**src/rtl/fifo_rd_stream_if.sv**
```systemverilog
// Valid/ready stream carrying words drained from the FIFO.
// The master drives valid/data, the slave drives ready.
interface fifo_rd_stream_if #(
    parameter int WIDTH = 8
);
    logic             m_valid;
    logic [WIDTH-1:0] m_data;
    logic             m_ready;

    modport master (
        output m_valid,
        output m_data,
        input  m_ready
    );

    modport slave (
        input  m_valid,
        input  m_data,
        output m_ready
    );
endinterface

```
**src/rtl/fifo_rd_stream.sv**
```systemverilog
// FIFO read-side drain: one-cycle-latency reads are absorbed by a
// 2-entry buffer so the stream can run at one word per cycle.
module fifo_rd_stream #(
    parameter int WIDTH = 8,
    parameter int CNT_W = 16
) (
    input  logic             clk,
    input  logic             rst,
    input  logic             en,
    input  logic             fifo_empty,
    input  logic [WIDTH-1:0] fifo_data,
    output logic             fifo_rd_en,
    fifo_rd_stream_if.master m_if,
    output logic [CNT_W-1:0] word_cnt,
    output logic             busy
);

    logic [1:0]       cnt_q, cnt_d;
    logic             pend_q, pend_d;
    logic [WIDTH-1:0] e0_q, e0_d;
    logic [WIDTH-1:0] e1_q, e1_d;
    logic [CNT_W-1:0] wc_q, wc_d;

    logic       pop;
    logic [1:0] occ;
    logic [1:0] rem;

    always_comb begin
        pop = (cnt_q != 2'd0) & m_if.m_ready;
        occ = cnt_q + {1'b0, pend_q};
        rem = cnt_q - {1'b0, pop};

        // A pop frees a slot this cycle, so a full buffer can still issue.
        fifo_rd_en = !rst & en & !fifo_empty
                     & ((occ < 2'd2) | pop);

        pend_d = fifo_rd_en;
        cnt_d  = rem + {1'b0, pend_q};
        wc_d   = wc_q + CNT_W'(pop);
        e0_d   = e0_q;
        e1_d   = e1_q;

        if (pop) begin
            e0_d = e1_q;
        end

        // Returning word lands at the tail of what survives the pop.
        if (pend_q) begin
            if (rem == 2'd0) begin
                e0_d = fifo_data;
            end else begin
                e1_d = fifo_data;
            end
        end
    end

    always_ff @(posedge clk) begin
        if (rst) begin
            cnt_q  <= 2'd0;
            pend_q <= 1'b0;
            e0_q   <= '0;
            e1_q   <= '0;
            wc_q   <= '0;
        end else begin
            cnt_q  <= cnt_d;
            pend_q <= pend_d;
            e0_q   <= e0_d;
            e1_q   <= e1_d;
            wc_q   <= wc_d;
        end
    end

    assign m_if.m_valid = (cnt_q != 2'd0);
    assign m_if.m_data  = e0_q;
    assign word_cnt     = wc_q;
    assign busy         = (cnt_q != 2'd0) | pend_q;

endmodule

```
**src/flat_wrapper.sv**
```systemverilog
// flat-port wrapper written by rule: the top's interface ports become plain ports
module fifo_rd_stream_flat 
#(
    parameter int WIDTH = 8,
    parameter int CNT_W = 16
)
  (clk, rst, en, fifo_empty, fifo_data, fifo_rd_en, word_cnt, busy, m_if_m_valid, m_if_m_data, m_if_m_ready);
  fifo_rd_stream_if #(.WIDTH(WIDTH)) m_if_i ();
  input  logic clk;
  input  logic rst;
  input  logic en;
  input  logic fifo_empty;
  input  logic [WIDTH-1:0] fifo_data;
  output logic fifo_rd_en;
  output logic [CNT_W-1:0] word_cnt;
  output logic busy;
  output wire logic [$bits(m_if_i.m_valid)-1:0] m_if_m_valid;
  output wire logic [$bits(m_if_i.m_data)-1:0] m_if_m_data;
  input wire logic [$bits(m_if_i.m_ready)-1:0] m_if_m_ready;
  assign m_if_m_valid = m_if_i.m_valid;
  assign m_if_m_data = m_if_i.m_data;
  assign m_if_i.m_ready = m_if_m_ready;
  fifo_rd_stream #(.WIDTH(WIDTH), .CNT_W(CNT_W)) u_core (.clk(clk), .rst(rst), .en(en), .fifo_empty(fifo_empty), .fifo_data(fifo_data), .fifo_rd_en(fifo_rd_en), .m_if(m_if_i), .word_cnt(word_cnt), .busy(busy));
endmodule
```
**config.mk**
```make
export PLATFORM = sky130hd
export DESIGN_NAME = fifo_rd_stream_flat
export DESIGN_NICKNAME = d
export VERILOG_FILES = /design/src/rtl/fifo_rd_stream_if.sv /design/src/rtl/fifo_rd_stream.sv /design/src/flat_wrapper.sv
export SDC_FILE = /design/constraint.sdc
export NUM_CORES = 1
export LEC_CHECK = 0
export BUFFER_PORTS_ARGS = -buffer_cell sky130_fd_sc_hd__clkbuf_2
export CAP_MARGIN = 20
export CORE_MARGIN = 8
export CORE_UTILIZATION = 55
export CTS_CLUSTER_SIZE = 40
export DETAILED_ROUTE_END_ITERATION = 10
export PLACE_DENSITY = 0.87
export SLEW_MARGIN = 5
export SYNTH_ARGS = -nofsm -noshare
export SYNTH_HDL_FRONTEND = slang
export SYNTH_SLANG_ARGS = --single-unit
export TNS_END_PERCENT = 20
```
**constraint.sdc**
```tcl
create_clock -name clk -period 3.93 [get_ports clk]
set_input_delay 0.393 -clock clk [delete_from_list [all_inputs] [get_ports clk]]
set_output_delay 0.393 -clock clk [all_outputs]
set_load 0.01 [all_outputs]
```
==> run metrics <==
Max Clock Skew=about 0.010 ns; grt ovf=0; die area=~4700 sq um; average wire per standard cell=around 14 um; Startpoint Class=flip-flop; post-CTS sizing=0; Layout Utilization=about two thirds; H-tree depth=2; most frequent cell after synthesis=dfxtp_1; internal power=a little over 0.5 mW; Placer Congestion=0.828; Required @ worst endpoint=4.15 ns; Initial Util=roughly 57%; area grow syn2layout=18.6%; GRT Total Usage=between 15 and 20%; initial antenna violation count=0; Worst Path Buf+Inv=2; sequential cell area fraction in the yosys report=about 46%; clk sinks=35; Leakage Power=between 0.8 and 0.9 nW; clock root buffer=clkbuf_4; top cells by count, synth=dfxtp_1, nor2_1, nand2_1; Yosys warning count=0; Critical-path top delay cell=dfxtp_1; Post-DP Area=about 1700 sq um; RR Endpoint=u_core.word_cnt[14]$_SDFF_PP0_; minimum clock period=just over 2 ns; Reg power frac=between 50% and 60%; CTS buffer count=5; worst-path maximum fanout=14; Least-Margin Pin Slew=just over 0.7 ns; PD cells=between 300 and 400 nW/um^2; Setup Buffers After CTS=0; fmax=just under 500 MHz; Worst slew margin=a little over half; Hold Path Origin=fifo_empty; Switching Fraction=a little under a quarter; RSZ-0062 raised after global routing=no; area share of the largest cell type after synthesis=between 40% and 50%; WHS Endpoint=u_core.pend_q$_SDFF_PP0_; CTS Buffer Depth=2; status=finished clean; reg-to-reg critical path startpoint=u_core.cnt_q[1]$_SDFF_PP0_; placeable core area=roughly 2700 sq um; setup TNS=0 ns; Min-Delay Path Class=in2reg; Die Span Y=around 70 um; syn nets=~190; max cap viols=0; worst vdd ir=0.000365 V; Post-Syn Area=~1500 sq um; Final period util=a little over half; crit end category=flip-flop; crit-path leading delay family=simple AND/OR/NAND/NOR gates; Post-Syn Area per Cell=~9 sq um; CTS clk-pin slew, worst paths=between 0.1 and 0.15 ns; Most used DFF post-synth=dfxtp_1; total chip power=0.671 mW; nets=227; final setup fails=0; NetSw=between 0.15 and 0.2 mW; dpl hpwl=approximately 2500 um; combinational power share=about 6%; Final Hold Slack=between 0.2 and 0.25 ns; WP data arrival=around 2.3 ns; Cell variety after synth=31; Fillers=~240; Rows=19; Post-route DRC=0; final WL=3360 um; vias in the first global route=between 1000 and 1500; EDFF count, synth=0; top post-synthesis cells by area=dfxtp_1, nor2_1, mux2i_1, nand2_1, a311oi_1; Synth area leader=dfxtp_1; # diodes=0; clock group share of total power=39.5%; first-pass GRT wire length=between 5000 and 6000 um; # hold bufs at CTS=0; die extent in x=between 60 and 70 um; Worst Setup Path Type=reg2reg; Final Instance Area=around 1800 sq um; CTS tree=built; DR vias/cell=~5.4; drt first-iter violations=58; biggest cell delay along the critical path=between 0.4 and 0.5 ns; hold depth=2; FFs w/ async S/R, synth=0%; worst reg2reg path depth=10; crit path cell chain=or2_4 > nand2_4 > inv_2 > nand2_1 > inv_1 > ha_1 > nand4_1 > nor4_1 > xnor2_1 > nor2_1; Antenna Nets Post-Route=0; flop2flop setup slack=between 1.5 and 2 ns; number of stages on the worst setup path=10; register bit total from synthesis=35; largest net degree at the start of global routing=38; DRT Pass-1 Iters=4; share of post-route cells with drive strength above 1=approximately a quarter; fin. max-slew vios=0; Cells after Synth=171; Hold Fails Final Rpt=0; # IOs=40; port bufs=39; worst skew pair latency=around 0.34 ns; vias=roughly 1300
## power by group through the flow
| stage | Clock [mW] | Combinational, mW | Sequential [mW] |
|---|---|---|---|
| floorplan | 0 | 0.0210 | 0.375 |
| global placement | 0 | 0.0393 | 0.373 |
| detailed placement | 0 | 0.0404 | 0.373 |
| CTS | 0.270 | 0.0406 | 0.365 |
| global route | 0.286 | 0.0446 | 0.366 |
| finish | 0.265 | 0.0402 | 0.365 |
## how the worst max path moves through the flow
stage,start,endpoint,slack [ns]
2_1_floorplan,u_core.cnt_q[1]$_SDFF_PP0_,u_core.word_cnt[14]$_SDFF_PP0_,2.03
3_3_place_gp,m_if_m_ready,u_core.word_cnt[14]$_SDFF_PP0_,1.90
3_5_place_dp,m_if_m_ready,u_core.word_cnt[14]$_SDFF_PP0_,1.81
4_1_cts,u_core.cnt_q[1]$_SDFF_PP0_,u_core.word_cnt[14]$_SDFF_PP0_,1.85
5_1_grt,u_core.cnt_q[1]$_SDFF_PP0_,u_core.word_cnt[14]$_SDFF_PP0_,1.65
6_report,u_core.cnt_q[1]$_SDFF_PP0_,u_core.word_cnt[14]$_SDFF_PP0_,1.85
## per-layer routing
layer	wire length (um)	global-route usage, %	up-vias
met2	1640	27.2	40
li1	-	-	670
met3	243	5.01	7
met1	1420	16.3	607
met5	0	0	-
met4	59	7.52	0
## sequential cells by signal, summed over array words and instances (netlist names)
| signal | cells |
|---|---|
| u_core.pend_q | 1 |
| u_core.m_if.m_data | 8 |
| u_core.word_cnt | 16 |
| u_core.cnt_q | 2 |
| u_core.e1_q | 8 |
## placed cells by master (no fill, tap or decap)
cell type	count
nor2b_1	4
a31o_2	1
nor4b_1	2
nor2b_2	1
nand2_1	20
xor2_1	7
inv_1	4
mux2i_1	8
clkbuf_2	39
nand2_4	1
clkinv_4	1
clkbuf_4	5
nor2_1	31
nand3_1	8
or3_1	2
nor4_2	1
a21oi_1	3
and2_1	2
nor4_1	1
o21ai_0	2
or2_4	1
bufinv_16	1
and4_1	3
inv_2	1
dfxtp_1	35
mux2_2	1
o21ai_2	1
o211ai_2	1
nor3_1	1
nand4_1	6
xnor2_1	6
a311oi_1	8
clkinv_2	1
ha_1	3
## through the flow
step	setup WS, ns	instances
after floorplan	2.03	171
after global placement	1.90	235
after detailed placement	1.81	235
after CTS	1.85	243
after global routing	1.65	243
final	1.85	243
## area by class of cell
cell class	count	area, sq um	area share [%]
clock buffers	5	37.5	2.06
clock inverters	3	43.8	2.41
inverters	5	18.8	1.03
multi-input cells	125	783	43.1
flip-flops and latches	35	701	38.5
well taps	31	38.8	2.13
repair buffers	39	195	10.7
## cell families (layout without fill, tap and decap cells)
family          count (synthesis)  count (layout)  share of synthesized area, %
compound gates                 16              16                          8.16
mux                             9               9                          5.96
simple gates                   84              84                          27.1
fa+ha+maj                       3               3                          2.45
buf+inv                        11              52                          3.18
xor+xnor                       13              13                          7.43
flops                          35              35                          45.7
(Power assumes the default switching activity.)
